--- config.mk ---
export PLATFORM = sky130hd
export DESIGN_NAME = mux2a1_cuatrobits_tx_flat
export DESIGN_NICKNAME = d
export VERILOG_FILES = /design/src/rtl/mux2a1_cuatrobits_tx_if.sv /design/src/rtl/mux2a1_cuatrobits_tx.sv /design/src/flat_wrapper.sv
export SDC_FILE = /design/constraint.sdc
export NUM_CORES = 1
export LEC_CHECK = 0
export BUFFER_PORTS_ARGS = -buffer_cell sky130_fd_sc_hd__buf_2
export CORE_ASPECT_RATIO = 0.5
export CORE_UTILIZATION = 57
export DETAILED_ROUTE_END_ITERATION = 6
export GPL_TIMING_DRIVEN = 0
export PLACE_DENSITY = 0.85
export SLEW_MARGIN = 5
export SYNTH_ARGS = -nofsm -noshare
export SYNTH_HDL_FRONTEND = slang
export SYNTH_SLANG_ARGS = --single-unit
--- constraint.sdc ---
create_clock -name clk_4f -period 2.2 [get_ports clk_4f]
set_input_delay 0.44 -clock clk_4f [delete_from_list [all_inputs] [get_ports clk_4f]]
set_output_delay 0.44 -clock clk_4f [all_outputs]
set_load 0.01 [all_outputs]
--- src/rtl/mux2a1_cuatrobits_tx_if.sv ---
// Lane-side handshake and interleaved output bundle for the TX 2-to-1 lane interleaver.
// slave = the interleaver itself, master = the lane sources plus the serializer side.
interface mux2a1_cuatrobits_tx_if #(
    parameter int DATA_W = 4
);
    logic              valid_in0;
    logic [DATA_W-1:0] data_in0;
    logic              ready_in0;
    logic              valid_in1;
    logic [DATA_W-1:0] data_in1;
    logic              ready_in1;
    logic [DATA_W-1:0] data_out;
    logic              valid_out;
    logic              sel_out;
    logic              overflow;

    modport slave (
        input  valid_in0, data_in0, valid_in1, data_in1,
        output ready_in0, ready_in1, data_out, valid_out, sel_out, overflow
    );

    modport master (
        output valid_in0, data_in0, valid_in1, data_in1,
        input  ready_in0, ready_in1, data_out, valid_out, sel_out, overflow
    );
endinterface

--- src/rtl/mux2a1_cuatrobits_tx.sv ---
// TX lane interleaver: two per-lane FIFOs drained in strict lane0/lane1 alternation, 1-cycle latency.
// A push into a full FIFO is dropped and sets the sticky overflow flag; an empty selected lane stalls both.
module mux2a1_cuatrobits_tx #(
    parameter int DATA_W = 4,
    parameter int DEPTH  = 4
) (
    input  logic                     clk_4f,
    input  logic                     reset,
    mux2a1_cuatrobits_tx_if.slave    bus
);
    localparam int PW = $clog2(DEPTH);
    localparam int CW = PW + 1;
    localparam logic [CW-1:0] FULL = CW'(DEPTH);

    logic [DATA_W-1:0] mem_q    [2][DEPTH];
    logic [PW-1:0]     wr_ptr_q [2];
    logic [PW-1:0]     wr_ptr_d [2];
    logic [PW-1:0]     rd_ptr_q [2];
    logic [PW-1:0]     rd_ptr_d [2];
    logic [CW-1:0]     cnt_q    [2];
    logic [CW-1:0]     cnt_d    [2];

    logic              sel_q, sel_d;
    logic [DATA_W-1:0] data_out_q, data_out_d;
    logic              valid_out_q, valid_out_d;
    logic              sel_out_q, sel_out_d;
    logic              overflow_q, overflow_d;

    logic              vld  [2];
    logic [DATA_W-1:0] din  [2];
    logic              rdy  [2];
    logic              push [2];
    logic              pop  [2];
    logic              head_avail;

    always_comb begin
        vld[0]      = bus.valid_in0;
        vld[1]      = bus.valid_in1;
        din[0]      = bus.data_in0;
        din[1]      = bus.data_in1;
        head_avail  = (cnt_q[sel_q] != '0);
        overflow_d  = overflow_q;
        sel_d       = sel_q;
        data_out_d  = data_out_q;
        sel_out_d   = sel_out_q;
        valid_out_d = 1'b0;

        for (int n = 0; n < 2; n++) begin
            // Ready looks only at the registered count, so a full FIFO refuses a push even while popping.
            rdy[n]      = (cnt_q[n] < FULL);
            push[n]     = vld[n] & rdy[n];
            pop[n]      = head_avail & (sel_q == 1'(n));
            if (vld[n] & ~rdy[n]) begin
                overflow_d = 1'b1;
            end
            wr_ptr_d[n] = push[n] ? wr_ptr_q[n] + 1'b1 : wr_ptr_q[n];
            rd_ptr_d[n] = pop[n]  ? rd_ptr_q[n] + 1'b1 : rd_ptr_q[n];
            cnt_d[n]    = cnt_q[n] + CW'(push[n]) - CW'(pop[n]);
        end

        if (head_avail) begin
            data_out_d  = mem_q[sel_q][rd_ptr_q[sel_q]];
            valid_out_d = 1'b1;
            sel_out_d   = sel_q;
            sel_d       = ~sel_q;
        end
    end

    always_ff @(posedge clk_4f or posedge reset) begin
        if (reset) begin
            for (int n = 0; n < 2; n++) begin
                wr_ptr_q[n] <= '0;
                rd_ptr_q[n] <= '0;
                cnt_q[n]    <= '0;
            end
            sel_q       <= 1'b0;
            data_out_q  <= '0;
            valid_out_q <= 1'b0;
            sel_out_q   <= 1'b0;
            overflow_q  <= 1'b0;
        end else begin
            for (int n = 0; n < 2; n++) begin
                wr_ptr_q[n] <= wr_ptr_d[n];
                rd_ptr_q[n] <= rd_ptr_d[n];
                cnt_q[n]    <= cnt_d[n];
            end
            sel_q       <= sel_d;
            data_out_q  <= data_out_d;
            valid_out_q <= valid_out_d;
            sel_out_q   <= sel_out_d;
            overflow_q  <= overflow_d;
        end
    end

    // Storage needs no reset: stale words are unreachable once the pointers are cleared.
    always_ff @(posedge clk_4f) begin
        for (int n = 0; n < 2; n++) begin
            if (push[n]) begin
                mem_q[n][wr_ptr_q[n]] <= din[n];
            end
        end
    end

    assign bus.ready_in0 = rdy[0];
    assign bus.ready_in1 = rdy[1];
    assign bus.data_out  = data_out_q;
    assign bus.valid_out = valid_out_q;
    assign bus.sel_out   = sel_out_q;
    assign bus.overflow  = overflow_q;
endmodule

--- src/flat_wrapper.sv ---
// flat-port wrapper written by rule: the top's interface ports become plain ports
module mux2a1_cuatrobits_tx_flat 
#(
    parameter int DATA_W = 4,
    parameter int DEPTH  = 4
)
  (clk_4f, reset, bus_valid_in0, bus_data_in0, bus_valid_in1, bus_data_in1, bus_ready_in0, bus_ready_in1, bus_data_out, bus_valid_out, bus_sel_out, bus_overflow);
  mux2a1_cuatrobits_tx_if #(.DATA_W(DATA_W)) bus_i ();
  input  logic clk_4f;
  input  logic reset;
  input wire logic [$bits(bus_i.valid_in0)-1:0] bus_valid_in0;
  input wire logic [$bits(bus_i.data_in0)-1:0] bus_data_in0;
  input wire logic [$bits(bus_i.valid_in1)-1:0] bus_valid_in1;
  input wire logic [$bits(bus_i.data_in1)-1:0] bus_data_in1;
  output wire logic [$bits(bus_i.ready_in0)-1:0] bus_ready_in0;
  output wire logic [$bits(bus_i.ready_in1)-1:0] bus_ready_in1;
  output wire logic [$bits(bus_i.data_out)-1:0] bus_data_out;
  output wire logic [$bits(bus_i.valid_out)-1:0] bus_valid_out;
  output wire logic [$bits(bus_i.sel_out)-1:0] bus_sel_out;
  output wire logic [$bits(bus_i.overflow)-1:0] bus_overflow;
  assign bus_i.valid_in0 = bus_valid_in0;
  assign bus_i.data_in0 = bus_data_in0;
  assign bus_i.valid_in1 = bus_valid_in1;
  assign bus_i.data_in1 = bus_data_in1;
  assign bus_ready_in0 = bus_i.ready_in0;
  assign bus_ready_in1 = bus_i.ready_in1;
  assign bus_data_out = bus_i.data_out;
  assign bus_valid_out = bus_i.valid_out;
  assign bus_sel_out = bus_i.sel_out;
  assign bus_overflow = bus_i.overflow;
  mux2a1_cuatrobits_tx #(.DATA_W(DATA_W), .DEPTH(DEPTH)) u_core (.clk_4f(clk_4f), .reset(reset), .bus(bus_i));
endmodule
==> out/metrics.yaml <==
run_status:
  status: "finished, final reports clean"
clock_tree:
  ctsLongestPathBuffers: 2
  clock_sink_count: 54
  root_buffer: "clkbuf_8"
  hold_buffers: 0
  clkLatencyLatePin_ns: 0.30
  numCtsBuffers: 5
  clkSlewWorstSetupHoldPaths_ns: 0.09
  cts_max_level: 2
  cts_tree: "yes"
pwr:
  powerDensity_nw_per_um2: 1410
  peakVddDrop_mv: 0.495
  power.leakage_nw: 1.07
die:
  start_util: 0.629
  die_h_um: 46.7
  ios: 21
  core_um2: 3620
  die_area_um2: 4270
  die_width_um: 91.4
  rows: 15
yosys:
  synth_nets: 172
  synth_top_cell_by_area: "edfxtp_1"
  ys_seq_elements: 54
  synth_top_area_share: 0.422
  synth.area.top_cells: "edfxtp_1 (42%), dfrtp_1 (24%), ha_1 (6.6%)"
  syn_area_um2: 2280
  synth_warnings: 0
  syn_area_per_cell_um2: 15.6
  ys_seq_area_frac: 0.663
  postSynthCellCount: 146
  yosysUniqueCellTypes: 29
critical_path:
  crit_type: "flip-flop to flip-flop"
  crit_chain: "o31a_1 > ha_1 > inv_1 > ha_1 > inv_1 > fa_1 > xnor2_2 > xnor2_1"
  cp.required_ns: 2.43
  max_stage_delay_ns: 0.46
  critPathLaunchType: "flip-flop"
  crit_start: "u_core.cnt_q[2]$_DFF_PP0_"
  r2r-end: "u_core.cnt_q[2]$_DFF_PP0_"
  critical_path_arrival_ns: 2.34
  cp_slowest_cell: "dfrtp_2"
  r2r_start: "u_core.cnt_q[2]$_DFF_PP0_"
  end_kind: "flip-flop"
  reg2reg_setup_slack_ns: 0.09
  worstPathMaxFanout: 6
  r2r_cells: 8
cells_and_area:
  num_antenna_cells: 0
  syn2layout_area_growth_pct: 13.5
  multi_input_area_um2: 711
  final_common_cell: "edfxtp_1"
  seqCellArea_um2: 1510
  fillers: 230
  nNetsFinal: 202
  mostFrequentLayoutCells: "edfxtp_1 (32), buf_2 (20), dfrtp_1 (20)"
  drive_gt1_frac: 0.232
route:
  routedWlPerCell_um: 16.7
  wirelength_um: 3810
  drt-initial-drc-count: 63
  via_count: 1222
  vias_per_cell: 5.36
  dr.pass1.iters: 4
  ant_nets: 0
  drc_errors: 0
placed_design:
  routabilityCongestion: 0.779
  dp_slack_ns: -0.0645
  portBuffers: 20
  hpwlAfterDp_um: 2700
timing:
  drv_slew: 0
  final-setup-viol-count: 0
  setup_ws_ns: 0.0860
  timing.fmax_mhz: 473
  period_needed_ns: 2.11
  holdWs_ns: 0.292
  relSlewSlack: 0.439
  rsz0062_at_grt: "yes"
  skew_ns: 0.00417
  hold_viol: 0
  fin_crit_sh: 0.961
  tightest_slew_ns: 0.840
global_routing:
  grt.overflow.total: 0
  grt_max_degree: 23
  antenna_found_initial: 0
  first_global_vias: 1191
  grt_pass1_wl_um: 5740
  track_usage: 0.195
worst_hold_path:
  hold_path.class: "primary input to asynchronous set/reset pin"
flow_run:
  maxCapViolCount: 0
## cells by family (layout without fill, tap and decap cells)
group,Yosys count,after routing,synth area share
flip-flops,54,54,0.663
AND/OR/NAND/NOR,22,22,0.0549
buffers and inverters,20,51,0.0362
adder cells (fa/ha/maj),14,14,0.0835
AO/OA/AOI/OAI,13,13,0.0445
multiplexers,13,13,0.0791
XOR/XNOR,10,10,0.0384
## critical path, delay by kind of cell (launching register included)
family	cells	cell delay (ns)
xor+xnor	2	0.33
fa+ha+maj	3	0.83
flops	1	0.46
compound gates	1	0.30
buf+inv	2	0.11
## report_power, final
group | switching [mW] | leakage [nW] | internal [mW]
Combinational | 0.764 | 0.482 | 0.723
Clock | 0.303 | 0.0482 | 0.254
Sequential | 0.216 | 0.544 | 1.39
## synthesized netlist by cell type
master     number
a21o_1          1
a221o_1         4
a2bb2oi_1       1
and2_1          8
buf_1           1
buf_6           1
clkbuf_1        2
dfrtp_1        22
edfxtp_1       32
fa_1            2
ha_1           12
inv_1          15
inv_2           1
mux2i_1         9
mux4_2          4
nand2_1         5
nand2b_1        2
nor2_1          1
nor2b_1         2
nor3_1          1
nor4b_1         1
o211ai_1        1
o21ai_1         2
o22ai_1         3
o31a_1          1
or2_1           1
or4_1           1
xnor2_1         8
xor2_1          2
## routing by layer
metal  share of wire  vias to the layer above  wire (um)  GRT usage
met1            0.46                      614       1760      0.260
met2            0.48                       28       1840      0.323
met5               0                        -          0          0
met3           0.044                        6        169     0.0479
met4           0.011                        0         43     0.0762
li1                -                      574          -          -
## area by class of cell
cell class | count | area share
flip-flops and latches | 54 | 0.586
inverters | 16 | 0.0232
clock buffers | 7 | 0.0334
multi-input cells | 72 | 0.275
clock inverters | 1 | 0.00194
well taps | 51 | 0.0247
plain buffers | 4 | 0.00871
repair buffers | 23 | 0.0474
## registers in the layout, summed over array words and instances (netlist names)
register / count
u_core.mem_q: 32
u_core.rd_ptr_q: 4
u_core.bus.overflow: 1
u_core.bus.data_out: 4
u_core.cnt_q: 6
u_core.bus.valid_out: 1
u_core.wr_ptr_q: 4
u_core.bus.sel_out: 1
u_core.sel_q: 1
## per-stage QoR
step / TNS (ns) / instances / total power [mW] / area, um^2 / utilization
2_1_floorplan: 0 / 146 / 2.61 / 2280 / -
3_3_place_gp: -0.0301 / 217 / 2.88 / 2440 / 0.674
3_5_place_dp: -0.0868 / 217 / 2.99 / 2440 / 0.674
4_1_cts: 0 / 226 / 3.56 / 2540 / 0.702
5_1_grt: -0.0368 / 228 / 3.91 / 2580 / 0.714
6_report: 0 / 228 / 3.65 / 2580 / 0.714
## worst max path at each step
| stage | end | depth (start not counted) |
|---|---|---|
| 2_1_floorplan | u_core.cnt_q[2]$_DFF_PP0_ | 8 |
| 3_3_place_gp | u_core.cnt_q[5]$_DFF_PP0_ | 9 |
| 3_5_place_dp | u_core.cnt_q[5]$_DFF_PP0_ | 9 |
| 4_1_cts | u_core.cnt_q[2]$_DFF_PP0_ | 8 |
| 5_1_grt | u_core.cnt_q[2]$_DFF_PP0_ | 8 |
| 6_report | u_core.cnt_q[2]$_DFF_PP0_ | 8 |
## what timing repair did
| action | CTS | global route |
|---|---|---|
| pin swaps | 1 | 2 |
| setup buffers | 1 | 2 |
| endpoints found under the setup margin | 2 | 2 |
| hold endpoints to repair | 0 | 0 |
| resized for setup | 1 | 6 |
No activity file was read; power rests on OpenSTA's default activity.
